--- src/rtl/pc_flag_unit.sv ---
// pc_flag_unit
//   Fetch-side control stage behind the 8-bit accumulator ALU. Holds the
//   architectural carry/branch flags and owns the program counter. The PC is
//   sequenced through IDLE/RUN/HALT. Conditional branches resolve through a
//   small table of absolute targets, and a Start/Done handshake is provided.
//
//   Optional build macro: PC_FLAG_UNIT_BRCNT_EN adds a BrCount output, which
//   is a saturating 16-bit count of taken branches.
//
// Ports
//   Clk, Reset      clock (rising edge), asynchronous active-high reset
//   Start           pulse; begins a run from RESET_PC (ignored while running)
//   Halt            current instruction is HALT
//   Stall           freeze PC, flags and state this cycle
//   CmpEn/BranchIn  latch compare result into BranchFlag
//   CarryWe/CarryIn latch ALU carry_out into CarryFlag
//   BrEn/BrIdx      conditional branch through table entry BrIdx
//   LutWe/LutAddr/LutData  table write port (IDLE only)
//   PC              current instruction address
//   CarryFlag       registered carry, feeds ALU carry_in
//   BranchFlag      registered compare result
//   Running         high in RUN
//   Done            one-cycle pulse after entering HALT
//   BrCount         taken-branch count (PC_FLAG_UNIT_BRCNT_EN only)
module pc_flag_unit #(
    parameter int unsigned PC_W     = 10,
    parameter int unsigned LUT_N    = 8,
    parameter int unsigned RESET_PC = 0
) (
    input  logic                       Clk,
    input  logic                       Reset,
    input  logic                       Start,
    input  logic                       Halt,
    input  logic                       Stall,
    input  logic                       CmpEn,
    input  logic                       BranchIn,
    input  logic                       CarryWe,
    input  logic                       CarryIn,
    input  logic                       BrEn,
    input  logic [$clog2(LUT_N)-1:0]   BrIdx,
    input  logic                       LutWe,
    input  logic [$clog2(LUT_N)-1:0]   LutAddr,
    input  logic [PC_W-1:0]            LutData,
    output logic [PC_W-1:0]            PC,
    output logic                       CarryFlag,
    output logic                       BranchFlag,
    output logic                       Running,
    output logic                       Done
`ifdef PC_FLAG_UNIT_BRCNT_EN
    ,
    output logic [15:0]                BrCount
`endif
);

    typedef enum logic [1:0] {
        S_IDLE = 2'd0,
        S_RUN  = 2'd1,
        S_HALT = 2'd2
    } state_t;

    state_t          state, state_nxt;
    logic [PC_W-1:0] lut [LUT_N];
    logic [PC_W-1:0] pc_nxt;
    logic            carry_nxt, branch_nxt, done_nxt;
    logic            restart, active, taken;

    // Start is honoured only outside RUN; "active" is a RUN cycle not stalled.
    assign restart = Start && (state != S_RUN);
    assign active  = (state == S_RUN) && !Stall;
    // Branch decision uses the flag value from before the edge.
    assign taken   = active && !Halt && BrEn && BranchFlag;

    assign Running = (state == S_RUN);

    always_comb begin
        state_nxt  = state;
        pc_nxt     = PC;
        carry_nxt  = CarryFlag;
        branch_nxt = BranchFlag;
        done_nxt   = 1'b0;
        if (restart) begin
            state_nxt  = S_RUN;
            pc_nxt     = PC_W'(RESET_PC);
            carry_nxt  = 1'b0;
            branch_nxt = 1'b0;
        end else if (active) begin
            if (Halt) begin
                state_nxt = S_HALT;
                done_nxt  = 1'b1;
            end else if (taken) begin
                pc_nxt     = lut[BrIdx];
                branch_nxt = 1'b0;
            end else begin
                pc_nxt = PC + PC_W'(1);
            end
            // A compare in the same cycle overrides the consumed flag.
            if (CmpEn)
                branch_nxt = BranchIn;
            if (CarryWe)
                carry_nxt = CarryIn;
        end
    end

    always_ff @(posedge Clk or posedge Reset) begin
        if (Reset) begin
            state      <= S_IDLE;
            PC         <= PC_W'(RESET_PC);
            CarryFlag  <= 1'b0;
            BranchFlag <= 1'b0;
            Done       <= 1'b0;
        end else begin
            state      <= state_nxt;
            PC         <= pc_nxt;
            CarryFlag  <= carry_nxt;
            BranchFlag <= branch_nxt;
            Done       <= done_nxt;
        end
    end

    always_ff @(posedge Clk or posedge Reset) begin
        if (Reset) begin
            for (int unsigned i = 0; i < LUT_N; i++)
                lut[i] <= '0;
        end else if (LutWe && (state == S_IDLE)) begin
            lut[LutAddr] <= LutData;
        end
    end

`ifdef PC_FLAG_UNIT_BRCNT_EN
    always_ff @(posedge Clk or posedge Reset) begin
        if (Reset)
            BrCount <= '0;
        else if (restart)
            BrCount <= '0;
        else if (taken && (BrCount != '1))
            BrCount <= BrCount + 16'd1;
    end
`endif

endmodule

--- config.mk ---
export PLATFORM = sky130hd
export DESIGN_NAME = pc_flag_unit
export DESIGN_NICKNAME = d
export VERILOG_FILES = /design/src/rtl/pc_flag_unit.sv
export SDC_FILE = /design/constraint.sdc
export NUM_CORES = 1
export LEC_CHECK = 0
export CORE_ASPECT_RATIO = 1.5
export CORE_MARGIN = 2
export CORE_UTILIZATION = 35
export CTS_CLUSTER_SIZE = 28
export DETAILED_ROUTE_END_ITERATION = 16
export GPL_ROUTABILITY_DRIVEN = 0
export PLACE_DENSITY = 0.63
export SYNTH_ARGS = -nofsm -noshare
export SYNTH_HDL_FRONTEND = slang
export SYNTH_SLANG_ARGS = --single-unit
--- constraint.sdc ---
create_clock -name Clk -period 2.7 [get_ports Clk]
set_input_delay 0.405 -clock Clk [delete_from_list [all_inputs] [get_ports Clk]]
set_output_delay 0.405 -clock Clk [all_outputs]
set_load 0.005 [all_outputs]
== Word level (Yosys, flattened, before mapping) ==
Cells that the tools add are included.

* $lt $le $gt $ge: 3
* Div/mod/pow operators: 0
* Reductions and logical operators: 18
* Equal/unequal tests: 4
* Multiply operators: 0
* Bitwise gates (word level): 2
* Multiplexer cells: 24
* Add/sub/neg operators: 1
* Shift-type cells: 0

{| class="wikitable"
|+ Operators by type and width
! operator !! number
|-
| $bwmux 80 || 1
|-
| $mux 10 || 7
|-
| $bmux 10 s3 || 1
|-
| $demux 10 s3 || 1
|-
| $mux 1 || 11
|-
| $add 10x1->10 const B || 1
|-
| $ge 4x4->1 const B || 2
|-
| $not 3->4 || 2
|-
| $logic_and 1x1->1 || 7
|-
| $mux 2 || 3
|-
| $reduce_and 2->1 || 3
|-
| $reduce_bool 2->1 || 3
|-
| $lt 4x1->1 const B || 1
|-
| $ne 2x1->1 const B || 2
|-
| $ne 3x1->1 const B || 1
|-
| $reduce_and 3->1 || 1
|-
| $reduce_bool 3->1 || 1
|-
| $eq 2x1->1 const B || 1
|-
| $logic_not 1->1 || 2
|-
| $logic_not 2->1 || 1
|}

* Flip-flop bits (word level): 95
* Latch bits: 0
* Input bits: 27
* Bits in read-only memories: 0
* RAM bits: 0
* Logic and storage cells: 65
* Memories kept: 0
* Output and inout port bits: 14

== Longest topological paths before layout ==
Gate-level depths: netlist (run 1).

* Word-level depth: 10
* Gate-level depth with buffers: 6
* Mapped depth without buffers: 5

== Worst setup path after synthesis (run 1) ==
Ideal clock, no wire load.

* Path kind: flip-flop to flip-flop
* From: register state[0]
* To: register lut[10] in the netlist's numbering
* Arrival: 1.562 ns
* Path buffers: 1
* Clock period less this slack: 1.687 ns
* Slack: 1.013 ns
* Required time: 2.575 ns
* Stages on the path, launching flop included: 5
* Cell sequence: dfrtp_1 -> nor4b_2 -> and3_2 -> buf_6 -> mux2_2

* Cells in the longest elaborated chain, start to end: 2

{| class="wikitable"
|+ RTL lines
! item !! RTL line !! RTL
|-
| start, declared || 61 || <nowiki>state_t state, state_nxt;</nowiki>
|-
| start signal, assigned || 112 || <nowiki>state <= state_nxt;</nowiki>
|-
| $logic_not 2->1 || 124 || <nowiki>end else if (LutWe && (state == S_IDLE)) begin</nowiki>
|-
| $logic_and 1x1->1 || 124 ||
|-
| end signal, assigned by index || 125 || <nowiki>lut[LutAddr] <= LutData;</nowiki>
|-
| end, declared || 62 || <nowiki>logic [PC_W-1:0] lut [LUT_N];</nowiki>
|}

Every way passes these cells.
A chain may end at the register's enable or synchronous reset.

== Final worst setup path (run 1) ==
* From: register state[1]
* To: output port Running

* Cells in the longest elaborated chain, start to end: 1

{| class="wikitable"
|+ RTL lines
! item !! RTL line !! RTL
|-
| $eq 2x1->1 || 73 || <nowiki>assign Running = (state == S_RUN);</nowiki>
|-
| end, declared || 47 || <nowiki>output logic Running,</nowiki>
|}

Every way passes these cells.

==> impl_results.md, run 1 <==
- CTS sink count: between 90 and 100
- Fin crit period: 2.09 ns
- Critical path class: flop to output port
- P_sw: 1.31 mW
- CTS tree: built
- Status: finished clean
- Critical Path End Type: output port
- CTS Buf Count: 9
- Yosys reg bits: 95
- Peak VDD IR: 0.312 mV
- Row cnt: 50
- Commonest non-fill, non-tap cell in the layout: dfrtp_1
- CP Launch Point: state[1]
- Maximum clock frequency: 478 MHz
- Share of cells above drive strength 1: 39.2%
- Drt total wl: 9460 µm
- Setup TNS: 0 ns
- Pleak: 2.35 nW
- Reg2Reg Depth: 3
- Initial antenna violation count: 0
- Final setup violation count: 0
- CP Launch Type: flop
- MaxCap Viol Count: 0
- Clock power share: 24.0%
- Tightest Hold Check Type: flop to flop
- CTS H-Tree Depth: 3
- Distinct cells, synth: 43
- CTS clk-pin slew, worst paths: approximately 0.070 ns
- Critical path data required time: 2.30 ns
- Drt initial violations: 91
- Worst Hold Launch: lut[51]
- Sequential power share: 48.8%
- Ports: 41
- Core ar.: 12500 µm²
- Post-DP HPWL: 6530 µm
- Hold depth: 1
- CTS hold repair buffers: 0
- FFs w/ async S/R, synth: 100%
- Post-route antenna net violation count: 0
- Post-layout util: a little over two fifths
- Switching share of power: 27.0%
- Yosys warnings: 0
- Sequential share of the synthesized area: 53.0%
- ANT cells: 0
- Most frequent cells in the layout: dfrtp_1, mux2_2, clkdlybuf4s50_1
- Global-route wire length before repair: 15500 µm
- Largest net degree at the start of global routing: between 90 and 100
- Critical Path Fanout Max: 8
- Skew-Pair Late Insertion Delay: roughly 0.34 ns
- Post-Syn Area: 4490 µm²
- RSZ-0062 raised after global routing: no
- Number of post-CTS setup repair buffers: 0
- Number of port buffers: 40
- Largest area contributor in the netlist: dfrtp_1
- Post-synth top flop: dfrtp_1
- Cell Int Power: 3.54 mW
- Die Y: 143 µm
- Post-route DRC: 0
- Top-area cell type share of the netlist area: 53.0%
- Area growth from synthesis to layout: 20.0%
- Top cells by area, synth: dfrtp_1, mux2_2, mux4_2
- DR pass1 iterations: 4
- Overall routing resource usage: 15.2%
- Syn nets: 327
- Slew Limit Fails: 0
- Starting density of the core: between 30% and 40%
- DIE AREA: 13800 µm²
- Arrival time worst endpoint: 1.69 ns
- Vias in the first global route: approximately 2800
- Pin slew with the least headroom to its limit: ~0.54 ns
- Avg Inst Size Synth: 15.0 µm²
- Remaining global-route overflow: 0
- Reg-to-Reg Start: state[0]
- Via/cell ratio: 5.30
- Vias: 2707
- Die Width: 96.5 µm
- Crit share post-route: ~78%
- Final Hold Viols: 0
- Max Root-Sink Buffers: 2
- Clock Skew: 0.00649 ns
- Wire length per cell: ~19 µm
- PostCTS Resize Cnt: 0
- Post-synth EDFFs: 0
- Combinational fraction of design power: 27.2%
- Power Density: 899 nW/µm²
- Nets: 378
- Post-Syn Instances: 299
- Root Driver: clkbuf_16
- Relative slew slack: 63.9%
==> logic make-up (layout without fill, tap and decap cells) <==
kind of cell / Yosys count / after routing / synth area share (%)
flip-flops: 95 / 95 / 53.0
AND/OR/NAND/NOR: 48 / 48 / 6.69
adder cells (fa/ha/maj): 1 / 1 / 0.279
multiplexers: 110 / 110 / 33.2
XOR/XNOR: 2 / 2 / 0.390
buffers and inverters: 14 / 70 / 1.90
AO/OA/AOI/OAI: 29 / 29 / 4.63
==> sequential cells by signal, summed over array words and instances, names as in the netlist <==
register,count
PC,10
BranchFlag,1
CarryFlag,1
lut,80
Done,1
state,2
==> power by group through the flow <==
| stage | Combinational [mW] | Clock (mW) | Sequential [mW] |
|---|---|---|---|
| finish | 1.32 | 1.16 | 2.36 |
| global route | 1.44 | 1.25 | 2.45 |
| CTS | 1.34 | 1.19 | 2.37 |
| detailed placement | 1.34 | 0 | 2.39 |
| global placement | 1.30 | 0 | 2.36 |
| floorplan | 1.03 | 0 | 2.26 |
==> synth_stat cells (2+ instances only) <==
master / number
nand2_2: 7
nor2b_1: 5
mux2_2: 70
nor3_1: 2
mux2_4: 10
mux2i_1: 10
buf_2: 5
o211a_1: 2
xnor2_1: 2
nand3_1: 4
nand3b_1: 2
mux4_2: 20
nand2_1: 6
nand4_1: 2
a211o_1: 2
o21ai_1: 3
o21ai_0: 7
a21oi_1: 3
dfrtp_1: 95
buf_6: 3
nor3b_1: 2
nor2_1: 8
a22oi_1: 3
a221o_1: 2
nand2b_1: 2
inv_1: 5
==> per-layer routing <==
layer	wire [µm]	vias up	GRT usage, %
li1	-	1234	-
met1	3890	1418	19.2
met3	284	9	2.37
met4	135	0	5.11
met5	0	-	0
met2	5150	46	26.4
==> critical path: stages (launching register included) <==
cell and delay [ns]:
dfrtp_1 0.46, nand2b_1 0.31, inv_1 0.09, clkdlybuf4s50_1 0.49
==> stage by stage <==
step	total power [mW]	cells	instance area (µm²)	worst slack, ns	hold WS [ns]
after floorplan	3.29	299	4490	1.01	0.474
after global placement	3.65	495	5110	0.345	0.482
after detailed placement	3.73	495	5110	0.350	0.488
after CTS	4.90	511	5390	0.568	0.503
after global routing	5.14	511	5390	0.499	0.519
final	4.84	511	5390	0.606	0.503
==> path summary, 6_finish.rpt <==
check	to	slack, ns
min reg2reg	lut[51]	0.50
min	lut[51]	0.50
max in group asynchronous	lut[39]	1.76
min in group asynchronous	Done	0.53
max reg2reg	lut[18]	0.94
max	Running	0.61
==> cell type report <==
type | count | area, µm²
clock buffer | 9 | 225
clock inverter | 7 | 47.5
multi-input combinational | 190 | 2030
fill | 1167 | 7120
tap | 156 | 195
inverter | 5 | 22.5
timing repair buffer | 49 | 493
sequential | 95 | 2380
(Power assumes the default switching activity.)
==> run 2, diff against run 1 <==
- clock period: 2.7 -> 1.8 ns (I/O delays scaled with it)
==> impl_results.md, run 2 (synthesis results as in run 1) <==
- Critical path data required time: 2.02 ns (was 2.30 ns)
- Number of port buffers: 40 (unchanged)
- Overall routing resource usage: 15.9% (was 15.2%)
- Switching share of power: 25.6% (was 27.0%)
- Maximum clock frequency: 576 MHz
- Final Hold Viols: 0 (unchanged)
- Power Density: 1330 nW/µm² (was 899 nW/µm²)
- Die Y: 143 µm (unchanged)
- Core ar.: 12500 µm² (unchanged)
- Commonest non-fill, non-tap cell in the layout: dfrtp_1 (unchanged)
- Root Driver: clkbuf_16 (unchanged)
- Overall Power: 7.64 mW (was 4.84 mW)
- Post-DP HPWL: 6890 µm (was 6530 µm)
- Critical path's slowest cell: clkdlybuf4s50_1 (unchanged)
- Nets: 403 (was 378)
- Final setup violation count: 0 (unchanged)
- Share of cells above drive strength 1: 43.9% (was 39.2%)
- Max reg flops: 80 (unchanged)
- Regs by FF count: lut (80), PC (10), state (2) (unchanged)
- M3 GR Usage: 3.43% (was 2.37%)
- Status: finished clean (unchanged)
- P_sw: 1.96 mW (was 1.31 mW)
- Skew-Pair Late Insertion Delay: 0.34 ns (about the same)
- Vias in the first global route: 3032 (was 2817)
- Die Width: 96.5 µm (unchanged)
- CTS Buf Count: 9 (unchanged)
- Global-route wire length before repair: 16100 µm (was 15500 µm)
- Worst stage delay on the critical path: 0.51 ns (was 0.49 ns)
- Remaining global-route overflow: 0 (unchanged)
- Crit share post-route: 96.5%
- CTS H-Tree Depth: 3 (unchanged)
- Largest net degree at the start of global routing: 58 (was 96)
- Vias: 2824 (was 2707)
- Critical path class: input port to flop (was flop to output port)
- Pin slew with the least headroom to its limit: 0.440 ns (was 0.539 ns)
- Area growth from synthesis to layout: 28.4% (was 20.0%)
- Post-route DRC: 0 (unchanged)
- Worst slack at placement: -0.414 ns (was 0.350 ns)
- Number of fill cells: 1104 (was 1167)
- DIE AREA: 13800 µm² (unchanged)
- Critical Path Fanout Max: 11 (was 8)
- Ports: 41 (unchanged)
- Pleak: 2.56 nW (was 2.35 nW)
- Row cnt: 50 (unchanged)
- Max Root-Sink Buffers: 2 (unchanged)
- Area of the multi-input gates: 2040 µm² (was 2030 µm²)
- Drt total wl: 9990 µm (was 9460 µm)
- CTS sink count: 95 (unchanged)
- Setup TNS: 0 ns (unchanged)
- Relative slew slack: 70.6% (was 63.9%)
- CP Launch Type: input port (was flop)
- Tightest Hold Check Type: input port to asynchronous set/reset pin (was flop to flop)
- Placed instance area: 5370 µm² (was 5110 µm²)
- Sequential power share: 46.3% (was 48.8%)
- Starting density of the core: 35.9% (unchanged)
- ANT cells: 0 (unchanged)
- Most frequent cells in the layout: dfrtp_1, mux2_2, clkdlybuf4s50_1 (unchanged)
- Post-route antenna net violation count: 0 (unchanged)
- Clock Skew: 0.00801 ns (was 0.00649 ns)
- Final worst slack: 0.0636 ns (was 0.606 ns)
- RSZ-0062 raised after global routing: no (unchanged)
- CP Cell Sequence: clkdlybuf4s50_1 > buf_12 > buf_4 > mux4_2 > mux2i_1 > nor2_1 > a211o_1 (was nand2b_1 > inv_1 > clkdlybuf4s50_1)
- Gr busiest metal: met2 (unchanged)
- CTS tree: built (unchanged)
- Peak VDD IR: 0.456 mV (was 0.312 mV)
- Critical Path End Type: flop (was output port)
- Cell Int Power: 5.68 mW (was 3.54 mW)
- DR pass1 iterations: 4 (unchanged)
- Post-layout util: 46.1% (was 43.1%)
- Fin crit period: 1.74 ns
- Via/cell ratio: 5.27 (was 5.30)
- Drt initial violations: 137 (was 91)
- Arrival time worst endpoint: 1.96 ns (was 1.69 ns)
- Combinational fraction of design power: 28.3% (was 27.2%)
- MaxCap Viol Count: 0 (unchanged)
- Initial antenna violation count: 0 (unchanged)
- Storage cell area: 2380 µm² (about the same)
- CTS clk-pin slew, worst paths: 0.07 ns (about the same)
- Slew Limit Fails: 0 (unchanged)
- Grt met1 use: 18.2% (was 19.2%)
- Clock power share: 25.5% (was 24.0%)
- Met2 Track Usage GR: 28.7% (was 26.4%)
- Top reg by flops: lut (unchanged)
- Wire length per cell: 18.6 µm (was 18.5 µm)
- Final instance area: 5770 µm² (was 5390 µm²)
## run 2: worst paths after layout
check                      startpoint  endpoint  slack (ns)  cells after the start
min in group Clk              lut[56]   lut[56]        0.50                      1
setup reg to reg             state[1]   lut[75]        0.09                      5
hold / removal                  Reset      Done        0.24                      2
max in group asynchronous       Reset   lut[72]        0.97                      3
setup / recovery             BrIdx[1]     PC[2]        0.06                      7
hold reg to reg               lut[56]   lut[56]        0.50                      1
## run 2: critical path, delay by kind of cell
family                 cells  cell delay [ns]
AO/OA/AOI/OAI              1             0.23
buffers and inverters      3             0.85
multiplexers               2             0.51
AND/OR/NAND/NOR            1             0.08
## run 2: final cells by class
type                       instances  area share, %
clock buffer                      13           4.69
inverter                           5          0.391
tap                              156           3.39
sequential                        95           41.3
multi-input combinational        190           35.4
timing repair buffer              74           14.2
clock inverter                     3          0.694
## run 2: power by group through the flow
stage / Sequential, mW / Combinational [mW] / Clock (mW)
after floorplan: 3.39 / 1.54 / 0
after global placement: 3.53 / 2.06 / 0
after detailed placement: 3.56 / 2.13 / 0
after CTS: 3.53 / 2.20 / 1.99
after global routing: 3.63 / 2.36 / 2.08
final: 3.54 / 2.16 / 1.95
## run 2: stage by stage
stage,hold slack (ns),instances
6_report,0.237,536
2_1_floorplan,0.352,299
3_5_place_dp,0.488,514
5_1_grt,0.250,536
3_3_place_gp,0.482,514
4_1_cts,0.236,536
## run 2: metal layers
layer | vias to the layer above | routed length (µm)
met5 | - | 0
met4 | 0 | 179
met3 | 10 | 343
met2 | 56 | 5500
met1 | 1474 | 3960
li1 | 1284 | -
## run 2: timing repair
item,4_1_cts,5_1_grt
hold buffers,0,0
pin swaps,0,0
gates resized for setup,4,2
cloned,1,0
endpoints found under the setup margin,2,2
buffers inserted,5,0
